[src/rtl/prm_oblgc_scan.sv]
// prm_oblgc_scan: initiator side of the edge-obstacle checker.
// Walks a code range, packs mask bits into words, streams them out.
module prm_oblgc_scan #(
    parameter int CODE_W  = 15,
    parameter int CHK_LAT = 1,
    parameter int WORD_W  = 32
) (
    input  logic              clk,
    input  logic              rst,
    input  logic              start_valid,
    output logic              start_ready,
    input  logic [CODE_W-1:0] start_code,
    input  logic [CODE_W-1:0] end_code,
    output logic [CODE_W-1:0] chk_code,
    input  logic              chk_mask,
    output logic              res_valid,
    input  logic              res_ready,
    output logic [WORD_W-1:0] res_data,
    output logic [CODE_W-1:0] res_base,
    output logic              res_last,
    output logic              busy,
    output logic              done
);

    localparam int IW = $clog2(WORD_W);
    localparam logic [IW:0] LAST_IDX = (IW+1)'(WORD_W - 1);
    localparam logic [CODE_W:0] ONE = (CODE_W+1)'(1);

    typedef enum logic [1:0] {
        IDLE,
        ISSUE,
        WAIT,
        LAST
    } state_t;

    state_t state;
    state_t state_next;

    logic accept;
    logic issuing;
    logic xfer;
    logic finish;
    logic word_end;
    logic out_free;
    logic inflight;
    logic land;
    logic [IW-1:0] land_idx;

    logic [CODE_W:0]   span;
    logic [CODE_W:0]   rem;
    logic [IW:0]       word_cnt;
    logic [CODE_W-1:0] word_base;
    logic [WORD_W-1:0] acc;

    // Codes in the inclusive range, wrapping through the top code.
    assign span = {1'b0, end_code - start_code} + 1'b1;

    assign word_end = (word_cnt == LAST_IDX) || (rem == ONE);
    assign out_free = !res_valid || res_ready;

    assign start_ready = (state == IDLE) && !rst;
    assign busy        = (state != IDLE);

    // State register.
    always_ff @(posedge clk) begin
        if (rst) begin
            state <= IDLE;
        end else begin
            state <= state_next;
        end
    end

    // Next-state and control strobes.
    always_comb begin
        state_next = state;
        accept     = 1'b0;
        issuing    = 1'b0;
        xfer       = 1'b0;
        finish     = 1'b0;
        unique case (state)
            IDLE: begin
                if (start_valid) begin
                    accept     = 1'b1;
                    state_next = ISSUE;
                end
            end
            ISSUE: begin
                issuing = 1'b1;
                if (word_end) begin
                    state_next = WAIT;
                end
            end
            WAIT: begin
                if (!inflight && out_free) begin
                    xfer = 1'b1;
                    if (rem == '0) begin
                        state_next = LAST;
                    end else begin
                        state_next = ISSUE;
                    end
                end
            end
            LAST: begin
                if (res_valid && res_ready) begin
                    finish     = 1'b1;
                    state_next = IDLE;
                end
            end
        endcase
    end

    // Issue pointer: chk_code always shows the code being issued.
    always_ff @(posedge clk) begin
        if (rst) begin
            chk_code  <= '0;
            word_base <= '0;
            rem       <= '0;
            word_cnt  <= '0;
        end else if (accept) begin
            chk_code  <= start_code;
            word_base <= start_code;
            rem       <= span;
            word_cnt  <= '0;
        end else if (issuing) begin
            rem      <= rem - 1'b1;
            word_cnt <= word_cnt + 1'b1;
            if (!word_end) begin
                chk_code <= chk_code + 1'b1;
            end
        end else if (xfer) begin
            word_cnt <= '0;
            if (rem != '0) begin
                chk_code  <= chk_code + 1'b1;
                word_base <= chk_code + 1'b1;
            end
        end
    end

    // Result alignment: carry the bit index alongside the checker latency.
    if (CHK_LAT == 0) begin : g_direct
        assign land     = issuing;
        assign land_idx = word_cnt[IW-1:0];
        assign inflight = 1'b0;
    end else begin : g_pipe
        logic [CHK_LAT-1:0] pv;
        logic [IW-1:0]      pi [CHK_LAT];

        // Delay line of issue valid and bit index.
        always_ff @(posedge clk) begin
            if (rst) begin
                pv <= '0;
                for (int i = 0; i < CHK_LAT; i++) begin
                    pi[i] <= '0;
                end
            end else begin
                pv[0] <= issuing;
                pi[0] <= word_cnt[IW-1:0];
                for (int i = 1; i < CHK_LAT; i++) begin
                    pv[i] <= pv[i-1];
                    pi[i] <= pi[i-1];
                end
            end
        end

        assign land     = pv[CHK_LAT-1];
        assign land_idx = pi[CHK_LAT-1];
        assign inflight = |pv;
    end

    // Accumulator collects landed mask bits; clears on hand-off.
    always_ff @(posedge clk) begin
        if (rst) begin
            acc <= '0;
        end else if (xfer) begin
            acc <= '0;
        end else if (land) begin
            acc[land_idx] <= chk_mask;
        end
    end

    // Output register; may empty and reload in the same cycle.
    always_ff @(posedge clk) begin
        if (rst) begin
            res_valid <= 1'b0;
            res_data  <= '0;
            res_base  <= '0;
            res_last  <= 1'b0;
        end else if (xfer) begin
            res_valid <= 1'b1;
            res_data  <= acc;
            res_base  <= word_base;
            res_last  <= (rem == '0);
        end else if (res_valid && res_ready) begin
            res_valid <= 1'b0;
        end
    end

    // Completion pulse after the final word leaves.
    always_ff @(posedge clk) begin
        if (rst) begin
            done <= 1'b0;
        end else begin
            done <= finish;
        end
    end

endmodule

[config.mk]
export PLATFORM = sky130hd
export DESIGN_NAME = prm_oblgc_scan
export DESIGN_NICKNAME = d
export VERILOG_FILES = /design/src/rtl/prm_oblgc_scan.sv
export SDC_FILE = /design/constraint.sdc
export NUM_CORES = 1
export LEC_CHECK = 0
export CAP_MARGIN = 20
export CORE_MARGIN = 10
export CORE_UTILIZATION = 58
export DETAILED_ROUTE_END_ITERATION = 10
export DONT_BUFFER_PORTS = 1
export PLACE_DENSITY = 0.76
export SYNTH_ARGS = -nofsm -noshare
export SYNTH_HDL_FRONTEND = slang
export SYNTH_SLANG_ARGS = --single-unit
[constraint.sdc]
create_clock -name clk -period 3.2 [get_ports clk]
set_clock_uncertainty 0.05 [all_clocks]
set_input_delay 0.64 -clock clk [delete_from_list [all_inputs] [get_ports clk]]
set_output_delay 0.64 -clock clk [all_outputs]
set_load 0.005 [all_outputs]
After elaboration in Yosys (flattened, before gate mapping). Memory sizes are Yosys's and may differ from the RTL's. Cells that the tools add are included.

RAM bits: 5. Input bits: 35. Register bits after elaboration: 137. Memories: 1. Word-level logic and storage cells: 92. Output and inout bits: 67.

Memory list: g_pipe.pi (depth 1, bits a word 5, rd ports 1, clocked after memory_dff 0, write ports 1, line 146) `logic [IW-1:0] pi [CHK_LAT];`.

Mux-type cells: 33. $lt $le $gt $ge: 2. Bitwise logic cells: 1. Add/subtract/negate cells: 5. Equal/unequal tests: 11. Reductions and logical operators: 27.

Operators with widths (number): $mux 15 (7); $bwmux 32 (1); $mux 16 (2); $add 15x1->16 const B (1); $eq 16x1->1 const B (1); $logic_not 16->1 (1); $reduce_bool 16->1 (1); $sub 16x1->16 const B (1); $add 15x1->15 const B (1); $sub 15x15->15 (1); $mux 1 (13); $mux 6 (2); $reduce_bool 2->1 (6); $mux 2 (5); $ne 2x2->1 const B (5); $pmux 2 s4 (1); $add 6x1->6 const B (1); $eq 6x5->1 const B (1); $lt 5x6->1 const B (1); $reduce_and 3->1 (2); $reduce_bool 3->1 (2); $reduce_or 2->1 (3); $demux 1 s5 (1); $ge 5x1->1 const B (1); 11 further kinds (18).

Logic depth before layout (Yosys ltp). Gate-level depths: netlist of the first run.

Depth after elaboration: 8. Mapped depth: 13. Mapped depth without buffers: 12.

Least setup slack after synthesis of the first run. No wires, ideal clock.

Path kind: in2reg. Start: input end_code[0]. End: register rem[13]. Data required time: 3.047 ns. Data arrival time: 3.087 ns. Setup time: 0.103 ns. Cell stages on the path: 12. Path slack: -0.040 ns. Buffers on the path: 0. Cell sequence: inv_1 -> ha_1 -> inv_1 -> fa_1 -> a211oi_1 -> o21ai_1 -> o211a_1 -> o21ai_0 -> xor2_1 -> nor4_2 -> xnor2_1 -> a2111oi_2.

Word-level cells in the longest chain between the ends: 3.

RTL lines: start, declared (line 13) `input logic [CODE_W-1:0] end_code,`; $sub 15x15->15 (line 56) `assign span = {1'b0, end_code - start_code} + 1'b1;`; $add 15x1->16 (line 56); $mux 16 (line 119) `end else if (accept) begin`; end signal, assigned (line 122) `rem <= span;`; end signal, assigned (line 125) `rem <= rem - 1'b1;`; end, declared (line 50) `logic [CODE_W:0] rem;`.

Every way passes these cells. A chain may end at the register's enable or synchronous reset.

Worst setup path in the final report of the first run. Same ends and word-level chain as after synthesis.

==> out/metrics.cfg, run 1 <==
[finish]
finalInstanceArea_mm2 = 0.00795
utilization_pct = 65.9
fillers = 1085
layout-drive-gt1-share_pct = 8.38
fin_nets = 998
final_cell_mix = nand2_1 (206), dfxtp_1 (142), a21oi_1 (132)
final_common_cell = nand2_1
syn_to_final_growth_pct = 10.5
antenna-diode-count = 0

[global_routing]
grt_pass1_wl_um = 29300
grt_use_total_pct = 19.9
antenna_found_initial = 0
overflow = 0
grt_max_degree = 109
grt_pass1_vias = 5888

[placed_design]
placed_area_mm2 = 0.00735
portBuffers = 0
dp_hpwl_um = 12300
place_congestion = 0.912
dp_slack_ns = -0.120

[clock_tree]
cts_num_sinks = 142
clk_pin_slew_ns = 0.06
cts_tree = done
postCtsSetupBuffers = 0
cts_buffer_depth = 2
clock_latency_ns = 0.43
htreeDepth = 4
post_cts_resized = 0
cts_root_buffer = clkbuf_16
cts_made_buffers = 17
cts_hold_buffers = 0

[synthesis]
synth_cell_type_count = 64
synth-seq-cells = 142
avgSynthCellArea_um2 = 7.51
syn_nets = 1013
async_reset_ff_share_pct = 0
ys.flop_type = dfxtp_1
syn_area_mm2 = 0.00719
yosysSeqAreaShare_pct = 39.5
synth_cells = 957
ys_warn_count = 0
synth_edf_count = 0

[pwr]
p_leak_uw = 0.00287
peakVddDrop_v = 0.000350
total_power_uw = 4500
pwr_density_cell_mw_per_mm2 = 566

[sta]
setup_viol = 0
layout_setup_ws_ns = 0.296
relSlewSlack_pct = 39.0
rsz0062_at_grt = no
fin_crit_ns = 2.90
maxSlewViolCount = 0
timing.final.crit_share_pct = 90.8
tightest_slew_ns = 0.913
hold_viol_final = 0
fmax_ghz = 0.344

[critical_path]
rrSetupSlack_ns = 0.49
crit_arrival_ns = 3.17
end_kind = flop
start_kind = primary input
worstPathMaxFanout = 3
criticalPathCategory = in2reg
cp.required_ns = 3.47

[worst_hold_path]
hold_class = in2reg

[die]
die_w_um = 131
die_h_um = 131
rows = 40
ios = 102
dieArea_mm2 = 0.0172
core_area_mm2 = 0.0121
initial_core_util_pct = 59.6

[route]
drc = 0
firstDrtPassIters = 5
ant_nets = 0
avgRoutedWirePerCell_um = 15.5
wl_met3_um = 1580
routed-wl-met2_um = 7810
vias = 6344
topRoutingLayerUsed = met4
wl_met1_um = 7650
first_iter_violations = 514
drt-vias-per-instance = 5.65
finalWirelength_um = 17400

[job]
maxCapViolations = 0

[outcome]
status = completed

## critical path, cell delays in order
cell and delay (ns):
inv_1 0.03, ha_1 0.15, inv_1 0.05, fa_1 0.41, a211oi_2 0.24, o21ai_1 0.16
o211a_1 0.24, o21ai_0 0.26, xor2_1 0.16, nor4_2 0.32, xnor2_1 0.13, a2111oi_2 0.36
## per-stage QoR
step                      TNS [ns]  cells  hold WS (ns)
after detailed placement    -0.152   1091         0.388
after global placement     -0.0602   1091         0.385
final                            0   1123         0.242
after CTS                        0   1123         0.228
after floorplan                  0    957         0.378
after global routing             0   1123         0.224
## flip-flops by register name, indices dropped and copies added, names as in the netlist, 5 cells and up
name       flops
acc           32
res_data      32
rem           16
chk_code      15
res_base      15
word_base     15
word_cnt       6
g_pipe.pi      5
## routing by layer
metal | global-route usage, % | vias up
li1 | - | 3250
met1 | 24.7 | 2873
met2 | 30.8 | 192
met3 | 7.89 | 29
met4 | 6.43 | 0
met5 | 0 | -
## cell type report
class                      instances  area, um2  share of cell area (%)
inverter                          25       93.8                    1.18
clock buffer                      17        425                    5.35
tap                              168        210                    2.64
sequential                       142       2840                    35.8
multi-input combinational        732       4030                    50.6
clock inverter                    15        170                    2.14
timing repair buffer              24        180                    2.27
## path summary, 6_finish.rpt
kind | start | end | depth (start not counted)
max reg2reg | rem[4]$_SDFFE_PP0P_ | chk_code[8]$_SDFFE_PP0P_ | 9
max | end_code[0] | rem[13]$_SDFFE_PP0P_ | 12
min | rst | rem[2]$_SDFFE_PP0P_ | 1
min reg2reg | acc[26]$_SDFFE_PP0P_ | res_data[26]$_SDFFE_PP0P_ | 2
## synth_stat cells, types with 4 or more instances
cell	number	share of area (%)
nand2_1	206	11
dfxtp_1	142	40
a21oi_1	132	9.2
nor2_1	90	4.7
o21ai_0	50	3.5
clkbuf_1	48	2.5
nand3_1	35	2.4
inv_1	25	1.3
xnor2_1	24	2.9
ha_1	20	3.5
nor3_1	19	1.3
mux2i_1	13	1.8
nor2b_1	11	0.96
a211oi_1	9	0.94
nor4_1	9	0.78
xor2_1	9	1.1
a21o_1	8	0.84
or3_1	8	0.70
nand2b_1	7	0.61
or2_2	7	0.61
nand3b_1	5	0.52
nor3b_1	5	0.52
a31oi_1	4	0.35
and2_1	4	0.35
and3_1	4	0.35
## power by group
group | switching (uW) | internal, uW | leakage, uW
logic | 362 | 263 | 0.00143
registers | 67.0 | 1820 | 0.00115
clock network | 868 | 1110 | 0.000287
## cell families (layout without fill, tap and decap cells)
logic type	Yosys count	in the layout	synth area share, %
simple gates	427	427	27.0
compound gates	236	236	18.9
flops	142	142	39.5
buf+inv	83	81	4.63
xor+xnor	33	33	4.02
fa+ha+maj	21	21	3.76
mux	15	15	2.16
No activity file was read; power rests on OpenSTA's default activity.
==> run 2: changes to the inputs <==
- CORE_UTILIZATION: 58 -> 51
- PLACE_DENSITY: 0.76 -> 0.69
==> run 2 against run 1 <==
Compared with the run above:
- die area grew 12%
- worst hold slack gained 0.018 ns
- clock-buffer cell count grew 1
- via count is essentially flat
- global-route usage shrank 1.8 points
- fmax grew 0.55%
- sequential power is essentially flat
- non-clock buffer count grew 4
- design area is essentially flat
- sequential cell count is the same
- setup slack gained 0.016 ns
- clock power shrank 8%
- critical path type is now reg2reg
- largest power group is now registers
==> out/metrics.cfg, run 2 (same netlist as run 1, synthesis figures left out) <==
[clock_tree]
cts_root_buffer = clkbuf_16
cts_num_sinks = 142  ; unchanged
postCtsSetupBuffers = 0  ; unchanged
htreeDepth = 4  ; unchanged
clock_latency_ns = 0.42  ; about the same
cts_buffer_depth = 2  ; unchanged
cts_made_buffers = 17  ; unchanged
clk_pin_slew_ns = 0.06  ; about the same
post_cts_resized = 0  ; unchanged
cts_tree = done
cts_hold_buffers = 0  ; unchanged

[critical_path]
cp_cell_sequence = or3_1 > nor4_2 > and4b_1 > nand2_1 > a21o_1 > mux2i_2 > buf_4 > mux2i_1 > nor2_1
start_kind = flop
cp.required_ns = 3.46  ; about the same
criticalPathCategory = reg2reg
path_delay_family = simple AND/OR/NAND/NOR gates
crit_slowest_cell = or3_1
cp_num_buf_inv = 1  ; -1
crit_arrival_ns = 3.14  ; -0.03 ns
worstPathMaxFanout = 20  ; +17
worst_path_largest_cell_delay_ns = 0.43  ; +0.02 ns
end_kind = flop

[pwr]
internal_power_uw = 3160  ; -1.3%
swShare_pct = 27.2  ; -1.6 points
total_power_uw = 4340  ; -3.4%
clockPowerShare_pct = 42.0  ; -2.1 points
pwr-share-seq_pct = 43.6  ; +1.6 points
power.switching_uw = 1180  ; -8.8%
pwr-share-comb_pct = 14.4  ; +0.5 points
pwr_density_cell_mw_per_mm2 = 546  ; -3.4%
peakVddDrop_v = 0.000356  ; +1.7%
p_leak_uw = 0.00288  ; +0.14%

[placed_design]
dp_slack_ns = -0.129  ; -0.00900 ns
portBuffers = 0  ; unchanged
placed_area_mm2 = 0.00740  ; +0.61%
place_congestion = 0.875  ; -4.0%
place_inst = 1107  ; +1.5%
dp_hpwl_um = 12800  ; +4.1%

[global_routing]
grt_use_total_pct = 18.0  ; -1.8 points
antenna_found_initial = 0  ; unchanged
grt_pass1_wl_um = 29300  ; -0.19%
grt_max_degree = 109  ; unchanged
grt_pass1_vias = 5718  ; -2.9%
overflow = 0  ; unchanged

[sta]
hold_viol_final = 0  ; unchanged
timing.final.crit_share_pct = 90.3  ; -0.50 points
layout_setup_ws_ns = 0.312  ; +0.0160 ns
setup_viol = 0  ; unchanged
fin_crit_ns = 2.89  ; -0.0160 ns
maxSlewViolCount = 0  ; unchanged
fmax_ghz = 0.346  ; +0.55%
rsz0062_at_grt = no
tightest_slew_ns = 1.11  ; +0.194 ns
relSlewSlack_pct = 26.1  ; -13 points

[route]
drt-vias-per-instance = 5.57  ; -1.4%
drc = 0  ; unchanged
firstDrtPassIters = 5  ; unchanged
first_iter_violations = 272  ; -47%
vias = 6345  ; +0.016%
finalWirelength_um = 17800  ; +2.4%
avgRoutedWirePerCell_um = 15.6  ; +0.92%
ant_nets = 0  ; unchanged

[die]
initial_core_util_pct = 52.0  ; -7.6 points
die_w_um = 139  ; +5.6%
core_area_mm2 = 0.0138  ; +15%
rows = 43  ; +7.5%
ios = 102  ; unchanged
dieArea_mm2 = 0.0192  ; +12%
die_h_um = 139  ; +5.6%

[finish]
final_common_cell = nand2_1
finalNonFillerCells = 1139  ; +1.4%
antenna-diode-count = 0  ; unchanged
largestRegisters = acc: 32 flops, res_data: 32 flops, rem: 16 flops
finalInstanceArea_mm2 = 0.00795  ; about the same
utilization_pct = 57.5  ; -8.4 points
syn_to_final_growth_pct = 10.5  ; about the same
layout-drive-gt1-share_pct = 8.65  ; +0.28 points
final_cell_mix = nand2_1 (206), dfxtp_1 (142), a21oi_1 (132)
fin_nets = 1002  ; +0.40%

[job]
maxCapViolations = 0  ; unchanged

[outcome]
status = completed

[worst_hold_path]
hold_class = in2reg

[run 2: cell types whose count changed in the layout (fill, tap and decap cells not counted), moves of 3 or more]
cell      delta
inv_6        -3
clkinv_2     +6
inv_8        -5
buf_4        +4
clkinv_4     +3
[run 2: worst paths after layout]
path                                                  to  cells after the start           startpoint  slack, ns
worst max-delay path            chk_code[1]$_SDFFE_PP0P_                      9  rem[4]$_SDFFE_PP0P_       0.31
worst min-delay path                 rem[8]$_SDFFE_PP0P_                      1                  rst       0.26
worst max register to register  chk_code[1]$_SDFFE_PP0P_                      9  rem[4]$_SDFFE_PP0P_       0.31
worst min register to register  res_data[4]$_SDFFE_PP0P_                      2  acc[4]$_SDFFE_PP0P_       0.38
[run 2: area by class of cell]
class	count	area, um2
Tap cell	180	225
Multi-Input combinational cell	732	4030
Clock buffer	18	429
Fill cell	1323	5880
Timing Repair Buffer	28	210
Clock inverter	14	120
Inverter	25	93.8
Sequential cell	142	2840
[run 2: metal layers]
layer,up-vias,track usage (%),part of all wire [%]
met5,-,0,0
met4,0,5.77,1.5
met3,22,7.57,9.1
met2,177,27.7,45
met1,2874,22.3,44
li1,3272,-,-
[run 2: power by group through the flow]
stage          Combinational (uW)  Clock [uW]  Sequential, uW
2_1_floorplan                 497           0            1910
3_3_place_gp                  619           0            1930
3_5_place_dp                  624           0            1930
4_1_cts                       628        1850            1890
5_1_grt                       710        1920            1900
6_report                      627        1820            1890
[run 2: metrics by stage]
stage / TNS (ns) / hold slack (ns)
after global routing: 0 / 0.237
after floorplan: 0 / 0.378
final: 0 / 0.261
after CTS: 0 / 0.231
after detailed placement: -0.204 / 0.389
after global placement: -0.0712 / 0.385
